**config.mk**
```make
export PLATFORM = sky130hd
export DESIGN_NAME = bp_pht_controller
export DESIGN_NICKNAME = d
export VERILOG_FILES = /design/src/rtl/bp_pkg.sv /design/src/rtl/bp_pht.sv /design/src/rtl/bp_pht_controller.sv
export SDC_FILE = /design/constraint.sdc
export NUM_CORES = 1
export LEC_CHECK = 0
export CAP_MARGIN = 40
export CORE_ASPECT_RATIO = 0.9
export CORE_MARGIN = 5
export CORE_UTILIZATION = 34
export DETAILED_ROUTE_END_ITERATION = 6
export PLACE_DENSITY = 0.61
export SLEW_MARGIN = 20
export SYNTH_ARGS = -nofsm -noshare
export SYNTH_HDL_FRONTEND = slang
export SYNTH_SLANG_ARGS = --single-unit
```
**constraint.sdc**
```tcl
create_clock -name clk -period 3.8 [get_ports clk]
set_input_delay 0.38 -clock clk [delete_from_list [all_inputs] [get_ports clk]]
set_output_delay 0.38 -clock clk [all_outputs]
set_load 0.02 [all_outputs]
```
**src/rtl/bp_pkg.sv**
```systemverilog
// bp_pkg: counter encodings, FSM states and the saturating counter step shared by the PHT controller.
package bp_pkg;

   localparam logic [1:0] SNT = 2'b00;
   localparam logic [1:0] WNT = 2'b01;
   localparam logic [1:0] WT  = 2'b10;
   localparam logic [1:0] ST  = 2'b11;

   typedef enum logic {INIT = 1'b0, RUN = 1'b1} state_e;

   function automatic logic [1:0] sat_next(input logic [1:0] cnt, input logic taken);
      return taken ? ((cnt == ST) ? ST : cnt + 2'd1) : ((cnt == SNT) ? SNT : cnt - 2'd1);
   endfunction

endpackage

```
**src/rtl/bp_pht.sv**
```systemverilog
// bp_pht: 2**IDX_W x 2-bit predictor storage, one synchronous read port (old data on collision) and one write port.
module bp_pht import bp_pkg::*; #(
   parameter int IDX_W = 4
) (
   input  logic             clk,
   input  logic [IDX_W-1:0] rd_idx,
   output logic [1:0]       rd_data,
   input  logic             we,
   input  logic             wr_init,
   input  logic [IDX_W-1:0] wr_idx,
   input  logic [1:0]       wr_data,
   input  logic             wr_taken
);

   logic [1:0] mem [2**IDX_W];
   logic [1:0] rd_data_q, rd_data_d;

   always_comb rd_data_d = mem[rd_idx];

   // the update step is applied in place so the lookup port stays free for fetch
   always_ff @(posedge clk) begin
      rd_data_q <= rd_data_d;
      if (we) mem[wr_idx] <= wr_init ? wr_data : sat_next(mem[wr_idx], wr_taken);
   end

   assign rd_data = rd_data_q;

endmodule

```
**src/rtl/bp_pht_controller.sv**
```systemverilog
// bp_pht_controller: gshare PHT sequencer -- init walk, lookup/update arbitration, GHR and mispredict count.
module bp_pht_controller import bp_pkg::*; #(
   parameter int         IDX_W      = 4,
   parameter logic [1:0] INIT_STATE = WNT,
   parameter int         CNT_W      = 8
) (
   input  logic             clk,
   input  logic             reset,
   input  logic             flush,
   input  logic             lookup_valid,
   input  logic [IDX_W-1:0] lookup_pc,
   output logic             predict_valid,
   output logic             predict,
   output logic [IDX_W-1:0] predict_idx,
   input  logic             update_valid,
   output logic             update_ready,
   input  logic [IDX_W-1:0] update_idx,
   input  logic             update_taken,
   input  logic             update_predicted,
   output logic             busy,
   output logic [CNT_W-1:0] mispredict_cnt
);

   localparam logic [IDX_W-1:0] LAST    = '1;
   localparam logic [IDX_W-1:0] PTR_ONE = IDX_W'(1);
   localparam logic [CNT_W-1:0] CNT_ONE = CNT_W'(1);

   state_e           state_q, state_d;
   logic [IDX_W-1:0] ptr_q, ptr_d, ghr_q, ghr_d, pidx_q, pidx_d, look_idx;
   logic [CNT_W-1:0] mis_q, mis_d;
   logic             pv_q, pv_d, look_fire, upd_fire, walking;
   logic [1:0]       rd_data;

   // a flush cycle swallows any lookup or update presented with it
   always_comb begin
      walking   = (state_q == INIT);
      look_idx  = lookup_pc ^ ghr_q;
      look_fire = !walking && lookup_valid && !flush;
      upd_fire  = !walking && update_valid && !flush;
      state_d   = flush ? INIT : (walking && ptr_q == LAST) ? RUN : state_q;
      ptr_d     = (flush || !walking) ? '0 : ptr_q + PTR_ONE;
      ghr_d     = flush ? '0 : upd_fire ? {ghr_q[IDX_W-2:0], update_taken} : ghr_q;
      pv_d      = look_fire;
      pidx_d    = look_fire ? look_idx : pidx_q;
      mis_d     = (upd_fire && update_taken != update_predicted && mis_q != '1) ? mis_q + CNT_ONE : mis_q;
   end

   always_ff @(posedge clk) begin
      if (reset) begin
         state_q <= INIT;
         ptr_q   <= '0;
         ghr_q   <= '0;
         pv_q    <= 1'b0;
         pidx_q  <= '0;
         mis_q   <= '0;
      end else begin
         state_q <= state_d;
         ptr_q   <= ptr_d;
         ghr_q   <= ghr_d;
         pv_q    <= pv_d;
         pidx_q  <= pidx_d;
         mis_q   <= mis_d;
      end
   end

   bp_pht #(.IDX_W(IDX_W)) u_pht (
      .clk      (clk),
      .rd_idx   (look_idx),
      .rd_data  (rd_data),
      .we       (walking || upd_fire),
      .wr_init  (walking),
      .wr_idx   (walking ? ptr_q : update_idx),
      .wr_data  (INIT_STATE),
      .wr_taken (update_taken)
   );

   assign predict_valid  = pv_q;
   assign predict        = pv_q & rd_data[1];
   assign predict_idx    = pidx_q;
   assign busy           = walking;
   assign update_ready   = !walking;
   assign mispredict_cnt = mis_q;

endmodule
```
# ---- After elaboration in Yosys (flattened, before gate mapping)
# Memories as Yosys holds them, arrays and structs flattened. A register that Yosys moved wholly into a read port is not among the register bits.
# Cells that the tools add are included.
dict set report totals {
  ff_bits 22
  latchBits 0
  ram_bits 32
  romBits 0
  input_bits 15
  output_inout_bits 16
  wordCells 38
  memories 1
}
dict set report classes {
  addsub 4
  multipliers 0
  div 0
  magnitude_cmp 0
  n_eq_ne 4
  n_shift 0
  muxes 7
  bitwise_logic 3
  n_reduce_logical 13
}
# memory depth width read_ports rd_clocked_by_memory_dff write_ports line
set mem_list {}
lappend mem_list {u_pht.mem 16 2 2 1 1 bp_pht.sv:15} ;# logic [1:0] mem [2**IDX_W];
# cell count
set ops {}
lappend ops {{$add 8x1->8 const B} 1}
lappend ops {{$mux 2} 4}
lappend ops {{$ne 8x8->1 const B} 1}
lappend ops {{$logic_and 1x1->1} 7}
lappend ops {{$add 4x1->4 const B} 1}
lappend ops {{$eq 4x4->1 const B} 1}
lappend ops {{$mux 4} 1}
lappend ops {{$reduce_or 2->1} 2}
lappend ops {{$xor 4x4->4} 1}
lappend ops {{$add 2x1->2 const B} 1}
lappend ops {{$eq 2x2->1 const B} 1}
lappend ops {{$logic_not 2->1} 1}
lappend ops {{$logic_or 1x1->1} 2}
lappend ops {{$mux 1} 2}
lappend ops {{$sub 2x1->2 const B} 1}
lappend ops {{$and 1x1->1} 1}
lappend ops {{$logic_not 1->1} 1}
lappend ops {{$ne 1x1->1} 1}
lappend ops {{$not 1->1} 1}

# ---- Logic depth before layout (Yosys ltp)
# An unclocked memory read counts as a cell.
dict set report depth {
  depth_word 6
  mapped_depth 8
  mapped_depth_nobuf 7
}

# ---- Cells and area by module
# Synthesis repeated with hierarchy kept, for this count alone.
dict set report unflattened {
  cells_unflattened 211
  hier_area_um2 2758.9
}
# mod instances cells_each area_per_inst_um2 seq_area_each_um2
set by_module_without_submodules {}
lappend by_module_without_submodules {bp_pht 1 101 1709.1 1001.0}
lappend by_module_without_submodules {bp_pht_controller 1 110 1049.8 440.4}

# ---- Worst setup path before layout
# No wires, ideal clock.
dict set report synth_path {
  kind {reg-to-reg}
  startpoint {register state_q, in the netlist update_ready}
  endpoint {memory u_pht.mem[0][1] (data pin)}
  arrival_ns 2.544
  required_time_ns 3.459
  setup_slack_ns 0.915
  stages_incl_launch_ff 7
  synth_period_minus_slack_ns 2.885
  path_cell_list {dfxtp_1 -> mux2_2 -> mux4_2 -> nor2_1 -> nor4_1 -> nor2_1 -> o31ai_1}
}
dict set report synth_via {
  elab_chain_len 6
}
# item line
set synth_lines {}
lappend synth_lines {{start: declaration} bp_pht_controller.sv:28} ;# state_e state_q, state_d;
lappend synth_lines {{start signal: assignment} bp_pht_controller.sv:57} ;# state_q <= state_d;
lappend synth_lines {{$mux 4} bp_pht_controller.sv:72} ;# .wr_idx (walking ? ptr_q : update_idx),
lappend synth_lines {{$mem_v2 16x2} n/a}
lappend synth_lines {{$sub 2x1->2, or another cell as far along} bp_pkg.sv:12} ;# return taken ? ((cnt == ST) ? ST : cnt + 2'd1) : ((cnt == SNT) ? SNT : cnt - 2'd1);
lappend synth_lines {{$mux 2 (2 in a row)} bp_pkg.sv:12}
lappend synth_lines {{$mux 2 *} bp_pht.sv:23} ;# if (we) mem[wr_idx] <= wr_init ? wr_data : sat_next(mem[wr_idx], wr_taken);
lappend synth_lines {{end: declaration} bp_pht.sv:15}
# Mark *: on every way between the ends. The rest lies on a longest branch, timed or not.

# ---- Final worst setup path
dict set report layout_path {
  startpoint {register state_q, in the netlist update_ready}
  endpoint {memory u_pht.mem[3][0] (data pin)}
}
# Same word-level chain as after synthesis.

==> results.toml <==
[yosys]
synth_nets = 243
synth_sequential_area_ratio = 0.5389
flip_flop_cell_with_the_highest_count_after_synthesis = "sky130_fd_sc_hd__edfxtp_1"
asyncSetResetFlopFracSynth = 0
postSynthRegisterBits = 55
synthDistinctLibCells = 47
edff_count_synth = 32
synth.cell_area_um2 = 2638
number_of_instances_in_the_synthesized_netlist = 226
synthesis.yosys.warnings = 0
synth_area_per_cell_um2 = 11.67

[clock_network]
cts_resized = 0
cts_tree = "done"
clk_latency_ns = 0.31
h-tree-depth = 2
worst_setup_hold_path_clk_slew_ns = 0.10
numClockSinks = 55
post-cts-setup-buffer-count = 0
ctsHoldBuffers = 0
max-clock-path-buffers = 2
cts_inserted_buffers = 5
cts_root_buf = "sky130_fd_sc_hd__clkbuf_8"

[routing]
ant_nets = 0
wire_per_inst_um = 17.26
drt-total-wl_um = 6126
detail_route.iter0.violations = 119
via_count = 1831
route.detailed.drc = 0
detail_route.vias_per_cell = 5.158
drt_pass1_iterations = 4

[global_routing]
grt-ovfl-total = 0
grt_antenna_before_repair = 0
largest_net_degree_at_the_start_of_global_routing = 24
track_usage = 0.1300
grt_pass1_wl_um = 9425
grt_pass1_vias = 1740

[placement]
post-place-ws_ns = 0.6515
port-buffer-count = 30
detailedPlacementHpwl_um = 4634
placed_cell_area_um2 = 3033
routabilityCongestion = 0.8803
dp.cells = 347

[min_path]
endpoint_of_the_worst_hold_path = "ghr_q[3]$_SDFFE_PP0P_"
holdPathStages = 2
min-delay-path-class = "reg2reg"
timing.hold.worst.start = "ghr_q[3]$_SDFFE_PP0P_"

[run_status]
run_status = "finished, final reports clean"

[sta]
smallest_hold_slack_ns = 0.4918
fmax_mhz = 337.9
fin_ws_ns = 0.8405
setup_repair_after_global_routing_missed_its_margin = "no"
transition_time_at_the_pin_with_the_least_slew_margin_ns = 0.7068
finalMaxSlewViolations = 0
timing_hold_violations_final = 0
setup_viol = 0
fin_worst_skew_ns = 0.006370
maxSlewHeadroom = 0.5272
timing.setup.tns_ns = 0
timing.final.crit_share = 0.7788
period_needed_ns = 2.960

[floorplanning]
chipHeight_um = 93.56
initial_utilization = 0.3496
die_w_um = 102.8
design.core.area_um2 = 7545
die_area_um2 = 9621
io_pins = 31
rows = 30

[cells_and_area]
fin_area_um2 = 3149
layout.cells.non_filler = 355
filler_cell_count = 716
layout.cells.most_common = "sky130_fd_sc_hd__nor2_1"
layout.cells.most_common_list = "sky130_fd_sc_hd__nor2_1 (35), sky130_fd_sc_hd__edfxtp_1 (32), sky130_fd_sc_hd__clkdlybuf4s50_1 (30)"
finalNetCount = 275
fin_util = 0.4174
ratio_of_cells_with_drive_above_1_in_the_final_layout = 0.1120
areaGrowthSynthToFinish_pct = 19.40
antennaDiodeCount = 0

[setup_path]
timing.critical_path.slowest_stage_cell = "sky130_fd_sc_hd__dfxtp_1"
crit_path_start_kind = "flip-flop"
worst-endpoint-arrival_ns = 2.91
critical_path.max_fanout = 16
critical_path.endpoint_type = "flip-flop"
crit_path_cell_trace = "mux2i_2 -> mux4_2 -> nor2b_1 -> nor4_4 -> maj3_1 -> nand2_1"
critical_path.reg2reg.endpoint = "u_pht.mem[3][0]$_DFFE_PP_"
rr_worst_depth = 6
crit_type = "reg2reg"
required_ns = 3.75
critical_path.max_stage_delay_ns = 0.59
number_of_buffer_and_inverter_stages_on_the_critical_path = 0
crit_family = "multiplexers"
worst_r2r_startpoint = "update_ready$_SDFFE_PP0P_"
rrSetupSlack_ns = 0.84

[power]
power.switching_fraction = 0.2166
power.share.clock = 0.365
pwr-share-comb = 0.061
total_power_mw = 1.101
ir_drop_v = 0.0001346
powerDensity_nw_per_um2 = 349.5
cellLeakagePower_nw = 1.024
internal_power_mw = 0.8623
switchingPower_mw = 0.2385
share_seq_of_total_power = 0.574

[flow_run]
cap_violations = 0
flip-flops by register name, indices dropped and copies added, names as in the netlist:
signal and count:
update_ready 1, u_pht.rd_data 1, u_pht.mem 32, predict_idx 4, ptr_q 4, mispredict_cnt 8, predict_valid 1, ghr_q 4
worst max path at each step:
| stage | startpoint | end | slack [ns] | cells after the start |
|---|---|---|---|---|
| floorplan | update_ready$_SDFFE_PP0P_ | u_pht.mem[0][1]$_DFFE_PP_ | 0.91 | 6 |
| global placement | update_idx[0] | u_pht.mem[4][0]$_DFFE_PP_ | 0.67 | 7 |
| detailed placement | update_idx[0] | u_pht.mem[6][0]$_DFFE_PP_ | 0.65 | 7 |
| CTS | update_ready$_SDFFE_PP0P_ | u_pht.mem[9][0]$_DFFE_PP_ | 0.84 | 6 |
| global route | update_ready$_SDFFE_PP0P_ | u_pht.mem[14][0]$_DFFE_PP_ | 0.62 | 7 |
| finish | update_ready$_SDFFE_PP0P_ | u_pht.mem[3][0]$_DFFE_PP_ | 0.84 | 6 |
cells in the mapped netlist (2+ instances only):
library cell               count  share of area
sky130_fd_sc_hd__o21ai_0       7          0.013
sky130_fd_sc_hd__mux2_2        2         0.0085
sky130_fd_sc_hd__ha_1          2         0.0095
sky130_fd_sc_hd__nor2_1       35          0.050
sky130_fd_sc_hd__mux2i_2       2          0.010
sky130_fd_sc_hd__mux2i_1       6          0.023
sky130_fd_sc_hd__nand3b_1      3         0.0085
sky130_fd_sc_hd__or3_1         3         0.0071
sky130_fd_sc_hd__buf_2         2         0.0038
sky130_fd_sc_hd__nand2_1      10          0.014
sky130_fd_sc_hd__nand3_1      11          0.021
sky130_fd_sc_hd__nor4b_1       2         0.0066
sky130_fd_sc_hd__a21o_1        2         0.0057
sky130_fd_sc_hd__nor3_1        2         0.0038
sky130_fd_sc_hd__xor2_1       10          0.033
sky130_fd_sc_hd__a31oi_1       5          0.012
sky130_fd_sc_hd__edfxtp_1     32           0.36
sky130_fd_sc_hd__xnor2_1       2         0.0066
sky130_fd_sc_hd__o21bai_1      4          0.011
sky130_fd_sc_hd__dfxtp_1      23           0.17
sky130_fd_sc_hd__buf_4         2         0.0057
sky130_fd_sc_hd__clkbuf_1      3         0.0043
sky130_fd_sc_hd__nand2b_1      2         0.0047
sky130_fd_sc_hd__mux4_2        8          0.068
sky130_fd_sc_hd__nor4bb_1      2         0.0076
sky130_fd_sc_hd__nor2b_1       5          0.012
sky130_fd_sc_hd__nor3b_1       2         0.0057
sky130_fd_sc_hd__and3_1        2         0.0047
sky130_fd_sc_hd__a21oi_1       8          0.015
sky130_fd_sc_hd__inv_1         5         0.0071
sky130_fd_sc_hd__nand4_1       3         0.0071
sky130_fd_sc_hd__a41oi_1       4          0.013
metal layers:
metal | vias up | routed length, µm | GRT usage
met5 | - | 0 | 0
met4 | 0 | 114 | 0.04099
met3 | 6 | 356 | 0.03207
met2 | 52 | 2839 | 0.1952
met1 | 870 | 2815 | 0.1837
li1 | 903 | - | -
worst min-delay path: cells and delay by family, from the launching register on:
kind / cells / cell delay, ns
AND/OR/NAND/NOR: 1 / 0.06
AO/OA/AOI/OAI: 1 / 0.05
flip-flops: 1 / 0.34
area by class of cell:
| class | count | area [µm²] | area share |
|---|---|---|---|
| Sequential cell | 55 | 1421 | 0.4513 |
| Inverter | 6 | 22.52 | 0.007151 |
| Timing Repair Buffer | 33 | 322.8 | 0.1025 |
| Clock inverter | 3 | 47.55 | 0.01510 |
| Tap cell | 96 | 120.1 | 0.03814 |
| Clock buffer | 5 | 68.82 | 0.02185 |
| Multi-Input combinational cell | 157 | 1146 | 0.3639 |
power groups by stage:
stage	combinational, mW	sequential [mW]	clock (mW)
global placement	0.0667	0.646	0
floorplan	0.0413	0.642	0
global route	0.0728	0.633	0.431
detailed placement	0.0673	0.646	0
finish	0.0671	0.632	0.402
CTS	0.0674	0.632	0.413
logic make-up after synthesis:
| logic type | after synthesis | synth area share |
|---|---|---|
| buffers and inverters | 14 | 0.02656 |
| adders and majority gates | 3 | 0.01328 |
| DFF | 55 | 0.5389 |
| xor gates and xnor gates | 12 | 0.03985 |
| AOI/OAI and AO/OA | 36 | 0.09535 |
| muxes | 18 | 0.1101 |
| and+or+nand+nor | 88 | 0.1760 |
Note: power is estimated with default switching activity, not from simulation.
